[config.mk]
export PLATFORM = sky130hd
export DESIGN_NAME = cc_ben_unit
export DESIGN_NICKNAME = d
export VERILOG_FILES = /design/src/rtl/cc_pkg.sv /design/src/rtl/cc_stack.sv /design/src/rtl/cc_ben_unit.sv
export SDC_FILE = /design/constraint.sdc
export NUM_CORES = 1
export LEC_CHECK = 0
export BUFFER_PORTS_ARGS = -buffer_cell sky130_fd_sc_hd__buf_2
export CAP_MARGIN = 20
export CORE_MARGIN = 2
export CORE_UTILIZATION = 51
export DETAILED_ROUTE_END_ITERATION = 8
export PLACE_DENSITY = 0.84
export SYNTH_ARGS = -nofsm -noshare
export SYNTH_HDL_FRONTEND = slang
export SYNTH_SLANG_ARGS = --single-unit
[constraint.sdc]
create_clock -name Clk -period 4.8 [get_ports Clk]
set_input_delay 0.96 -clock Clk [delete_from_list [all_inputs] [get_ports Clk]]
set_output_delay 0.96 -clock Clk [all_outputs]
set_load 0.03 [all_outputs]
[src/rtl/cc_pkg.sv]
// Shared condition-code types, one-hot constants and the bus classifier used by
// the LC-3 condition-code / branch-enable unit.
package cc_pkg;

  typedef struct packed {
    logic n;
    logic z;
    logic p;
  } cc_t;

  localparam cc_t CC_NEG  = 3'b100;
  localparam cc_t CC_ZERO = 3'b010;
  localparam cc_t CC_POS  = 3'b001;

  // Widest bus the classifier handles; callers zero-extend into this.
  localparam int CC_MAX_W = 64;

  // Classify the low 'width' bits of value. A bit that is not a definite 0
  // (X or Z included) counts as non-zero, so the result is always one-hot.
  function automatic cc_t cc_classify(input logic [CC_MAX_W-1:0] value,
                                      input int width);
    logic sign;
    logic nonzero;
    cc_t  res;
    sign    = 1'b0;
    nonzero = 1'b0;
    for (int i = 0; i < CC_MAX_W; i++) begin
      if (i < width) begin
        if (value[i] !== 1'b0) nonzero = 1'b1;
        if (i == width - 1) sign = value[i];
      end
    end
    if (sign == 1'b1)   res = CC_NEG;
    else if (!nonzero)  res = CC_ZERO;
    else                res = CC_POS;
    return res;
  endfunction

endpackage

[src/rtl/cc_stack.sv]
// DEPTH-entry LIFO of saved condition codes. Illegal requests (push when full,
// pop when empty, push and pop together) are dropped and flagged on err_o.
module cc_stack
  import cc_pkg::*;
#(
  parameter int DEPTH = 4
) (
  input  logic                       clk_i,
  input  logic                       rst_i,
  input  logic                       push_i,
  input  logic                       pop_i,
  input  cc_t                        data_i,
  output cc_t                        top_o,
  output logic                       pop_ok_o,
  output logic [$clog2(DEPTH+1)-1:0] count_o,
  output logic                       full_o,
  output logic                       empty_o,
  output logic                       err_o
);

  localparam int CW = $clog2(DEPTH + 1);
  localparam int AW = (DEPTH > 1) ? $clog2(DEPTH) : 1;

  cc_t           mem_q [DEPTH];
  logic [CW-1:0] count_q;
  logic [CW-1:0] count_d;
  logic          push_ok;
  logic          pop_ok;

  assign full_o   = (count_q == CW'(DEPTH));
  assign empty_o  = (count_q == '0);
  assign count_o  = count_q;
  assign pop_ok_o = pop_ok;
  // Only consumed when pop_ok is high, so the empty-case index is irrelevant.
  assign top_o    = mem_q[AW'(count_q - CW'(1))];

  always_comb begin
    push_ok = 1'b0;
    pop_ok  = 1'b0;
    err_o   = 1'b0;
    count_d = count_q;
    if (push_i && pop_i) begin
      err_o = 1'b1;
    end else if (push_i) begin
      if (full_o) begin
        err_o = 1'b1;
      end else begin
        push_ok = 1'b1;
        count_d = count_q + CW'(1);
      end
    end else if (pop_i) begin
      if (empty_o) begin
        err_o = 1'b1;
      end else begin
        pop_ok  = 1'b1;
        count_d = count_q - CW'(1);
      end
    end
  end

  always_ff @(posedge clk_i) begin
    if (rst_i) count_q <= '0;
    else       count_q <= count_d;
  end

  // Entry contents need no reset: the count alone decides what is valid.
  always_ff @(posedge clk_i) begin
    if (!rst_i && push_ok) mem_q[AW'(count_q)] <= data_i;
  end

endmodule

[src/rtl/cc_ben_unit.sv]
// LC-3 condition-code unit: registered N/Z/P flags, branch enable and a saved-CC
// stack for interrupt entry / RTI. WIDTH must not exceed cc_pkg::CC_MAX_W.
module cc_ben_unit
  import cc_pkg::*;
#(
  parameter int         WIDTH    = 16,
  parameter int         DEPTH    = 4,
  parameter logic [2:0] RESET_CC = 3'b000
) (
  input  logic                       Clk,
  input  logic                       Reset,
  input  logic [WIDTH-1:0]           Bus,
  input  logic                       LD_CC,
  input  logic                       LD_BEN,
  input  logic [2:0]                 IR_nzp,
  input  logic                       CC_Push,
  input  logic                       CC_Pop,
  input  logic                       Err_Clr,
  output logic                       n,
  output logic                       z,
  output logic                       p,
  output logic                       BEN,
  output logic [$clog2(DEPTH+1)-1:0] Stack_Count,
  output logic                       Stack_Full,
  output logic                       Stack_Empty,
  output logic                       Stack_Err
);

  cc_t  cc_q, cc_d;
  cc_t  cls;
  cc_t  stk_top;
  logic stk_pop_ok;
  logic stk_err;
  logic ben_q, ben_d;
  logic err_q, err_d;

  // The stack always saves the registered flags, i.e. the pre-LD_CC value.
  cc_stack #(.DEPTH(DEPTH)) u_stack (
    .clk_i    (Clk),
    .rst_i    (Reset),
    .push_i   (CC_Push),
    .pop_i    (CC_Pop),
    .data_i   (cc_q),
    .top_o    (stk_top),
    .pop_ok_o (stk_pop_ok),
    .count_o  (Stack_Count),
    .full_o   (Stack_Full),
    .empty_o  (Stack_Empty),
    .err_o    (stk_err)
  );

  always_comb begin
    cls   = cc_classify(CC_MAX_W'(Bus), WIDTH);
    cc_d  = cc_q;
    ben_d = ben_q;
    err_d = err_q;
    // A successful pop restores the saved flags and overrides LD_CC.
    if (stk_pop_ok)  cc_d = stk_top;
    else if (LD_CC)  cc_d = cls;
    if (LD_BEN) ben_d = |(IR_nzp & {cc_q.n, cc_q.z, cc_q.p});
    // A new error beats a same-cycle clear.
    if (stk_err)      err_d = 1'b1;
    else if (Err_Clr) err_d = 1'b0;
  end

  always_ff @(posedge Clk) begin
    if (Reset) begin
      cc_q  <= cc_t'(RESET_CC);
      ben_q <= 1'b0;
      err_q <= 1'b0;
    end else begin
      cc_q  <= cc_d;
      ben_q <= ben_d;
      err_q <= err_d;
    end
  end

  assign n         = cc_q.n;
  assign z         = cc_q.z;
  assign p         = cc_q.p;
  assign BEN       = ben_q;
  assign Stack_Err = err_q;

endmodule

==> metrics.md <==
| Metric | Value |
|---|---|
| Largest net degree at the start of global routing | 12 |
| Grt ovf | 0 |
| Core area | between 0.0015 and 0.002 mm2 |
| Remaining antenna violation count | 0 |
| Nets | 147 |
| Post-synth net total | 109 |
| Worst-path clk slew | about 0.11 ns |
| Port-buffer cells | 35 |
| Slew @ Worst Pin | around 0.38 ns |
| Via count | between 700 and 800 |
| CTS tree | done |
| Relative slew slack | 74.35% |
| Vias in the first global route | ~760 |
| Initial antenna violation count | 0 |
| Final GP Congestion | roughly 0.76 |
| Total GRT Usage | a little under a fifth |
| Cells after Synth | 78 |
| FF+latch count, synth | 20 |
| Slew Limit Fails | 0 |
| Library cells used by synthesis | 29 |
| RSZ-0062 raised after global routing | false |
| Final Hold Vio Count | 0 |
| Fin crit share | a little under three fifths |
| Row count | 16 |
| Via density | between 5 and 6 |
| Avg WL per Cell | around 14 um |
| Max Cap Violations | 0 |
| Num CTS Buffers | 3 |
| Worst path arrival time | 1.69 ns |
| Worst setup margin | around 2.1 ns |
| Worst slack, placed | about 2.5 ns |
| Height of the chip | ~48 um |
| Boundary Pins | 36 |
| Diodes inserted | 0 |
| Critical Path Fanout Max | 8 |
| Die W | approximately 48 um |
| Pwr dens | roughly 340 mW/mm2 |
| Layout cells sized above 1 | approximately 40% |
| Post-CTS Resized | 0 |
| Setup TNS | 0 ns |
| Synth warnings | 0 |
| CP required | 3.84 ns |
| Lkg Pwr | approximately 0.52 nW |
| Fmax | ~380 MHz |
| Tmin final | 2.651 ns |
| Post-Route WL | 1957 um |
| Worst setup EP type | output port |
| P&R area growth vs syn | 21.92% |
| Post-synthesis sequential area ratio | 51.81% |
| CTS H-tree depth | 1 |
| # setup viols final | 0 |
| Initial Util | a little over half |
| Final routed DRC violation total | 0 |
| Peak supply drop | 0.0002338 V |
| Clk root buf | clkbuf_4 |
| Post-CTS Setup Bufs | 0 |
| Maximum clock path buffer count | 2 |
| Mean Syn Cell Area | 12.88 um2 |
| # clock sinks | 20 |
| Dpl cells | between 100 and 150 |
| Final setup skew | roughly 0.0011 ns |
| Full die area | around 0.0023 mm2 |
| Hold WS | around 0.52 ns |
| Status | finished clean |
| 1st-iter DRT viols | 15 |
| Post-DP Area | between 0.001 and 0.0015 mm2 |
| Hold Path Class | flip-flop to flip-flop |
| Pre-antenna DRT Iters | 4 |
| Clk Latency, worst-skew pair | 0.28 ns |
| Final std cells w/o fill | roughly 140 |
| Post-Syn Area | about 0.0010 mm2 |
| Reg-to-reg slack, setup | between 2 and 3 ns |
| CP Class | flip-flop to output port |
| Hold-fix buffers, CTS | 0 |
| Setup crit start kind | flip-flop |
| Cell area after layout | roughly 0.0012 mm2 |
| First-pass GRT wire length | ~3200 um |
-- cell usage after synthesis --
| cell type | instances | area [um2] |
|---|---|---|
| nand2b_1 | 2 | 12.51 |
| and2b_1 | 1 | 7.510 |
| nand3b_1 | 1 | 7.510 |
| ha_1 | 5 | 62.56 |
| inv_1 | 4 | 15.01 |
| edfxtp_1 | 12 | 360.4 |
| o2bb2ai_4 | 1 | 27.53 |
| a21bo_2 | 1 | 10.01 |
| nand2_2 | 1 | 6.260 |
| mux4_2 | 3 | 67.56 |
| nor2_1 | 6 | 22.52 |
| nor3_1 | 2 | 10.01 |
| nor2b_1 | 2 | 12.51 |
| xnor2_1 | 2 | 17.52 |
| dfxtp_1 | 8 | 160.2 |
| o21ai_1 | 2 | 10.01 |
| nand3_1 | 1 | 5.000 |
| a222oi_1 | 2 | 20.02 |
| nand4_1 | 1 | 6.260 |
| mux2i_1 | 4 | 40.04 |
| mux2_2 | 2 | 22.52 |
| a211oi_1 | 2 | 15.01 |
| nor3b_1 | 1 | 7.510 |
| and2_1 | 5 | 31.28 |
| nor4_1 | 3 | 18.77 |
| clkbuf_1 | 1 | 3.750 |
| a21oi_1 | 1 | 5.000 |
| buf_6 | 1 | 11.26 |
| a31o_1 | 1 | 8.760 |
-- final cells by class --
type | count | area (um2)
Timing Repair Buffer | 35 | 175.2
Multi-Input combinational cell | 52 | 454.2
Fill cell | 163 | 676.9
Sequential cell | 20 | 520.5
Clock inverter | 1 | 3.754
Inverter | 4 | 15.01
Clock buffer | 3 | 22.52
Tap cell | 27 | 33.78
-- registers in the layout (all words and copies together) (netlist names) --
name / cells
u_stack.count_o: 3
Stack_Err: 1
z: 1
u_stack.mem_q: 12
BEN: 1
n: 1
p: 1
-- stage by stage --
step,utilization (%),power (mW)
6_report,64.41,0.4116
5_1_grt,64.41,0.4361
4_1_cts,64.41,0.4153
3_5_place_dp,63.03,0.3400
3_3_place_gp,63.03,0.3349
2_1_floorplan,-,0.3044
-- power by group --
part	internal, mW	switching (mW)	total [mW]	leakage [nW]
clock network	0.0302	0.0467	0.0769	0.0154
logic	0.0546	0.0703	0.125	0.330
registers	0.194	0.0154	0.210	0.177
total	0.279	0.132	0.412	0.523
-- kinds of logic (layout without fill, tap and decap cells) --
kind of cell    after synthesis  count (layout)  synth area share [%]
compound gates               10              10                 9.589
xor+xnor                      2               2                 1.744
simple gates                 26              26                 14.70
fa+ha+maj                     5               5                 6.227
buf+inv                       6              43                 2.988
flops                        20              20                 51.81
mux                           9               9                 12.95
-- cells in the final DEF (no fill, tap or decap) --
cell type / netlist / layout
a211oi_1: 2 / 2
a21bo_2: 1 / 1
a21oi_1: 1 / 1
a222oi_1: 2 / 2
a31o_1: 1 / 1
and2_1: 5 / 5
and2b_1: 1 / 1
buf_2: 0 / 35
clkbuf_4: 0 / 3
clkinv_1: 0 / 1
dfxtp_1: 8 / 8
edfxtp_1: 12 / 12
ha_1: 5 / 5
inv_1: 4 / 4
mux2_2: 2 / 2
mux2i_1: 4 / 4
mux4_2: 3 / 3
nand2_2: 1 / 1
nand2b_1: 2 / 2
nand3_1: 1 / 1
nand3b_1: 1 / 1
nand4_1: 1 / 1
nor2_1: 6 / 6
nor2b_1: 2 / 2
nor3_1: 2 / 2
nor3b_1: 1 / 1
nor4_1: 3 / 3
o21ai_1: 2 / 2
o2bb2ai_4: 1 / 1
xnor2_1: 2 / 2
-- path summary, 6_finish.rpt --
| kind | start | to | depth (start not counted) |
|---|---|---|---|
| worst max-delay path | u_stack.count_o[0]$_SDFFE_PP0P_ | Stack_Empty | 5 |
| worst min-delay path | BEN$_SDFFE_PP0P_ | BEN$_SDFFE_PP0P_ | 2 |
| worst max register to register | u_stack.count_o[0]$_SDFFE_PP0P_ | u_stack.mem_q[3][2]$_DFFE_PP_ | 5 |
| worst min register to register | BEN$_SDFFE_PP0P_ | BEN$_SDFFE_PP0P_ | 2 |
-- critical path, cell delays in order (launching register included) --
cell and delay (ns):
dfxtp_1 0.57, inv_1 0.14, ha_1 0.27, nand2b_1 0.19, inv_1 0.06, buf_2 0.17
-- metal layers --
metal | vias up | wire [um] | GRT usage, %
met3 | 0 | 83 | 2.469
li1 | 366 | - | -
met2 | 17 | 1074 | 35.42
met5 | - | 0 | 0
met1 | 363 | 799 | 20.58
met4 | 0 | 0 | 4.286
No activity file was read; power rests on OpenSTA's default activity.
